File: src/rtl/sprite_arb_pkg.sv
// sprite_arb_pkg: shared widths, default parameters and FSM states for the sprite ROM arbiter
package sprite_arb_pkg;
  localparam int ROM_AW          = 8;
  localparam int ROM_DW          = 16;
  localparam int DEF_NUM_REQ     = 3;
  localparam int DEF_ROM_LATENCY = 2;
  localparam int DEF_BURST_W     = 4;
  typedef enum logic {IDLE, BURST} state_t;
endpackage

File: src/rtl/rr_arbiter.sv
// rr_arbiter: combinational round-robin pick starting just after the previous winner
module rr_arbiter #(
  parameter int N  = 3,
  parameter int IW = $clog2(N)
) (
  input  logic [N-1:0]  req,
  input  logic [IW-1:0] last_winner,
  output logic [N-1:0]  gnt,
  output logic [IW-1:0] idx
);
  logic [IW-1:0] c;
  // scan farthest-to-nearest so the requester closest after last_winner overrides the rest
  always_comb begin
    idx = '0;
    c = '0;
    for (int k = N; k >= 1; k--) begin
      c = IW'((int'(last_winner) + k) % N);
      if (req[c]) idx = c;
    end
    gnt = '0;
    gnt[idx] = |req;
  end
endmodule

File: src/rtl/sprite_rom_arbiter.sv
// sprite_rom_arbiter: round-robin burst reader sharing one registered sprite ROM between reel renderers
module sprite_rom_arbiter
  import sprite_arb_pkg::*;
#(
  parameter int NUM_REQ     = DEF_NUM_REQ,
  parameter int ROM_LATENCY = DEF_ROM_LATENCY,
  parameter int BURST_W     = DEF_BURST_W
) (
  input  logic                       clk,
  input  logic                       reset,
  input  logic [NUM_REQ-1:0]         req,
  input  logic [NUM_REQ*ROM_AW-1:0]  base_addr,
  input  logic [NUM_REQ*BURST_W-1:0] burst_len,
  output logic [NUM_REQ-1:0]         gnt,
  output logic [ROM_AW-1:0]          rom_addr,
  input  logic [ROM_DW-1:0]          rom_dout,
  output logic                       rsp_valid,
  output logic [$clog2(NUM_REQ)-1:0] rsp_id,
  output logic [ROM_DW-1:0]          rsp_data,
  output logic                       rsp_last,
  output logic                       busy
);
  localparam int IW = $clog2(NUM_REQ);
  state_t state, state_nxt;
  logic [IW-1:0] last_winner, cur_id, win_idx;
  logic [NUM_REQ-1:0] win_gnt;
  logic [BURST_W-1:0] cnt;
  logic [ROM_LATENCY-1:0] pv, plast;
  logic [IW-1:0] pid [ROM_LATENCY];
  logic start;
  assign start = state == IDLE && |req;
  rr_arbiter #(.N(NUM_REQ), .IW(IW)) u_rr (
    .req(req),
    .last_winner(last_winner),
    .gnt(win_gnt),
    .idx(win_idx)
  );
  // state register
  always_ff @(posedge clk or posedge reset) begin
    if (reset) state <= IDLE;
    else state <= state_nxt;
  end
  // a burst starts from IDLE on any request and ends after its final address cycle
  always_comb state_nxt = state == IDLE ? (|req ? BURST : IDLE) : (cnt == '0 ? IDLE : BURST);
  // grant capture, beat countdown and address walk; address holds while idle
  always_ff @(posedge clk or posedge reset) begin
    if (reset) begin
      last_winner <= IW'(NUM_REQ - 1);
      cur_id <= '0;
      cnt <= '0;
      gnt <= '0;
      rom_addr <= '0;
    end else begin
      gnt <= start ? win_gnt : '0;
      if (start) begin
        last_winner <= win_idx;
        cur_id <= win_idx;
        cnt <= burst_len[win_idx*BURST_W +: BURST_W];
        rom_addr <= base_addr[win_idx*ROM_AW +: ROM_AW];
      end else if (state == BURST && cnt != '0) begin
        cnt <= cnt - 1'b1;
        rom_addr <= rom_addr + ROM_AW'(1);
      end
    end
  end
  // tag pipeline tracking each address cycle until its ROM word emerges
  always_ff @(posedge clk or posedge reset) begin
    if (reset) begin
      pv <= '0;
      plast <= '0;
      for (int i = 0; i < ROM_LATENCY; i++) pid[i] <= '0;
    end else begin
      pv[0] <= state == BURST;
      plast[0] <= cnt == '0;
      pid[0] <= cur_id;
      for (int i = 1; i < ROM_LATENCY; i++) begin
        pv[i] <= pv[i-1];
        plast[i] <= plast[i-1];
        pid[i] <= pid[i-1];
      end
    end
  end
  // response outputs are zeroed whenever no tag is at the pipeline end
  always_comb begin
    busy = state == BURST || |pv;
    rsp_valid = pv[ROM_LATENCY-1];
    rsp_id = rsp_valid ? pid[ROM_LATENCY-1] : '0;
    rsp_last = rsp_valid & plast[ROM_LATENCY-1];
    rsp_data = rsp_valid ? rom_dout : '0;
  end
endmodule

File: config.mk
export PLATFORM = sky130hd
export DESIGN_NAME = sprite_rom_arbiter
export DESIGN_NICKNAME = d
export VERILOG_FILES = /design/src/rtl/sprite_arb_pkg.sv /design/src/rtl/rr_arbiter.sv /design/src/rtl/sprite_rom_arbiter.sv
export SDC_FILE = /design/constraint.sdc
export NUM_CORES = 1
export LEC_CHECK = 0
export CORE_UTILIZATION = 25
export DETAILED_ROUTE_END_ITERATION = 10
export PLACE_DENSITY = 0.63
export SLEW_MARGIN = 20
export SYNTH_ARGS = -nofsm -noshare
export SYNTH_HDL_FRONTEND = slang
export SYNTH_SLANG_ARGS = --single-unit
File: constraint.sdc
create_clock -name clk -period 5.3 [get_ports clk]
set_input_delay 1.59 -clock clk [delete_from_list [all_inputs] [get_ports clk]]
set_output_delay 1.59 -clock clk [all_outputs]
set_load 0.005 [all_outputs]
==> run_results.csv <==
group,metric,value,unit
status,status,"finished clean",
synth,syn-cell-area,0.00177,mm²
clock_network,post_cts_buffers,0,
final_layout,final_area,0.00276,mm²
clock_network,insertion_delay,270,ps
synth,seq_area_frac_synth,38.2,%
floorplanning,io_pins,89,
grt,antenna_found_initial,0,
place,place_ws,1030,ps
timing,timing.fmax,235,MHz
floorplanning,dieArea,0.00744,mm²
clock_network,cts-root-buf,"clkbuf_8",
hold_path,min_path_type,"reg -> reg",
hold_path,min_to,"pid[1]",
clock_network,numCtsBuffers,3,
floorplanning,die_y,86.2,µm
synth,ys_types,46,
timing,fin_crit_sh,80.2,%
worst_setup_path,end_kind,"primary output",
worst_setup_path,worstPathArrival,2660,ps
detailed_routing,vias_per_cell,4.56,
synth,ys_seq_elements,27,
pwr,p_leak,1.12,nW
timing,slew_violations,0,
worst_setup_path,regToRegEndpoint,"rom_addr[1]",
final_layout,instances_no_fill,360,
timing,finalCriticalPeriod,4250,ps
timing,finalHoldViolations,0,
worst_setup_path,cp_max_fo,1,
clock_network,max-clock-path-buffers,2,
hold_path,holdPathStages,0,
worst_setup_path,path_class,"in -> out",
detailed_routing,num_vias,1640,
detailed_routing,ant_nets,0,
worst_setup_path,required,3710,ps
place,dp_hpwl,3640,µm
grt,grt-ovfl-total,0,
synth,syn_inst,180,
timing,fin_ws,1050,ps
floorplanning,core_area,0.00683,mm²
clock_network,clk_pin_slew,90,ps
timing,rsz0062_at_grt,"false",
clock_network,cts_tree,"built",
place,dp_cells,356,
floorplanning,fp-row-count,30,
place,gp_congestion,0.817,
worst_setup_path,r2r_start,"last_winner[1]",
grt,grt_pass1_vias,1613,
pwr,ir_worst_vdd,0.182,mV
timing,setup_violations,0,
floorplanning,die_x,86.2,µm
grt,grt_max_degree,28,
final_layout,fin_nets,328,
detailed_routing,wl,4630,µm
clock_network,hold_buffers,0,
floorplanning,initial_core_util,26.0,%
synth,synth_edf_count,0,
synth,syn_avg_cell_area,9.86,µm²
place,place_area,0.00271,mm²
pwr,total_power,1.32,mW
clock_network,htree_levels,1,
run,cap_violations,0,
final_layout,diodes,0,
timing,worst_slew_pin_slew,648,ps
grt,track_usage,13.0,%
detailed_routing,wl_per_cell,12.8,µm
timing,slew_headroom,56.7,%
synth,synth_ff_type,"dfrtp_1",
hold_path,worstHoldStart,"pid[3]",
timing,finClkSkew,2.22,ps
detailed_routing,drtIter0Drc,61,
detailed_routing,dr.pass1.iters,4,
worst_setup_path,r2r_cells,7,
synth,async_reset_ff_share,100,%
final_layout,areaGrowthSynthToFinish,55.4,%
grt,grt_pass1_wl,7720,µm
worst_setup_path,cp-start-kind,"input port",
timing,tns,0,ps
final_layout,drive_gt1_share,7.20,%
worst_setup_path,rrSetupSlack,2300,ps
clock_network,post_cts_resized,0,
pwr,cellPowerDensity,478,mW/mm²
synth,syn_nets,243,
clock_network,clock-sinks,27,
place,port_buffers,88,
detailed_routing,drc,0,
synth,yosysWarnings,0,
cell usage in the layout (no fill, tap or decap), types with 2 or more instances in the layout:
| cell type | synthesis | layout |
|---|---|---|
| a21oi_1 | 6 | 6 |
| a221o_1 | 3 | 3 |
| a222oi_1 | 6 | 6 |
| and2_1 | 19 | 19 |
| clkbuf_8 | 0 | 3 |
| clkdlybuf4s50_1 | 0 | 88 |
| dfrtp_1 | 26 | 26 |
| ha_1 | 6 | 6 |
| inv_1 | 15 | 14 |
| mux2_2 | 3 | 3 |
| mux2i_1 | 14 | 14 |
| nand2_1 | 8 | 8 |
| nand2b_1 | 2 | 2 |
| nand3_1 | 5 | 5 |
| nand3b_1 | 4 | 4 |
| nor2_1 | 12 | 12 |
| nor2_2 | 2 | 2 |
| nor2b_1 | 3 | 3 |
| nor3_1 | 2 | 2 |
| nor4_1 | 2 | 2 |
| o21ai_1 | 2 | 2 |
| o221ai_1 | 2 | 2 |
| o32a_1 | 2 | 2 |
| xnor2_1 | 7 | 7 |
| xor2_1 | 2 | 2 |
how the worst max path moves through the flow:
| stage | from | end | slack [ps] | depth (start not counted) |
|---|---|---|---|---|
| global placement | rom_dout[10] | rsp_data[10] | 1040 | 3 |
| global route | rom_dout[13] | rsp_data[13] | 990 | 3 |
| detailed placement | rom_dout[6] | rsp_data[6] | 1030 | 3 |
| floorplan | rom_dout[0] | rsp_data[0] | 1980 | 1 |
| finish | rom_dout[10] | rsp_data[10] | 1050 | 3 |
| CTS | rom_dout[6] | rsp_data[6] | 1040 | 3 |
cells in the mapped netlist, types with 3 or more instances:
cell type  number  area (µm²)
a21oi_1         6        30.0
a221o_1         3        30.0
a222oi_1        6        60.1
and2_1         19         119
clkbuf_1        3        11.3
dfrtp_1        26         651
ha_1            6        75.1
inv_1          15        56.3
mux2_2          3        33.8
mux2i_1        14         140
nand2_1         8        30.0
nand3_1         5        25.0
nand3b_1        4        30.0
nor2_1         12        45.0
nor2b_1         3        18.8
xnor2_1         7        61.3
per-layer routing:
| layer | GRT usage (%) | wire length (µm) | vias up |
|---|---|---|---|
| met5 | 0 | 0 | - |
| met4 | 1.36 | 4 | 0 |
| met3 | 4.19 | 439 | 2 |
| met2 | 22.7 | 2170 | 78 |
| met1 | 16.3 | 2020 | 759 |
| li1 | - | - | 801 |
through the flow:
step / util (%) / hold WS [ps]
2_1_floorplan: - / 331
4_1_cts: 40.4 / 356
3_5_place_dp: 39.7 / 335
3_3_place_gp: 39.7 / 334
5_1_grt: 40.4 / 374
6_report: 40.4 / 354
registers in the layout, summed over array words and instances, names as in the netlist:
name and flops:
gnt 3, pid 4, cnt 4, plast 2, cur_id 1, pv 2, state 1, rom_addr 8
last_winner 2
cell families (layout without fill, tap and decap cells):
logic type,Yosys count,after routing,share of synthesized area [%]
buf+inv,23,107,6.77
mux,17,17,9.80
compound gates,29,29,14.6
fa+ha+maj,6,6,4.23
simple gates,69,69,22.0
flops,27,27,38.2
xor+xnor,9,9,4.44
power breakdown:
| group | internal, mW | switching, mW |
|---|---|---|
| Combinational | 0.445 | 0.371 |
| Sequential | 0.302 | 0.0824 |
| Clock | 0.0527 | 0.0636 |
worst max-delay path, stage by stage:
cell and delay [ps]:
clkdlybuf4s50_1 460, and2_1 120, clkdlybuf4s50_1 490
cell type report:
cell class	count	area [µm²]
Sequential cell	27	677
Fill cell	689	4070
Timing Repair Buffer	88	881
Clock inverter	1	5.00
Inverter	15	56.3
Tap cell	96	120
Clock buffer	3	41.3
Multi-Input combinational cell	130	977
No activity file was read; power rests on OpenSTA's default activity.
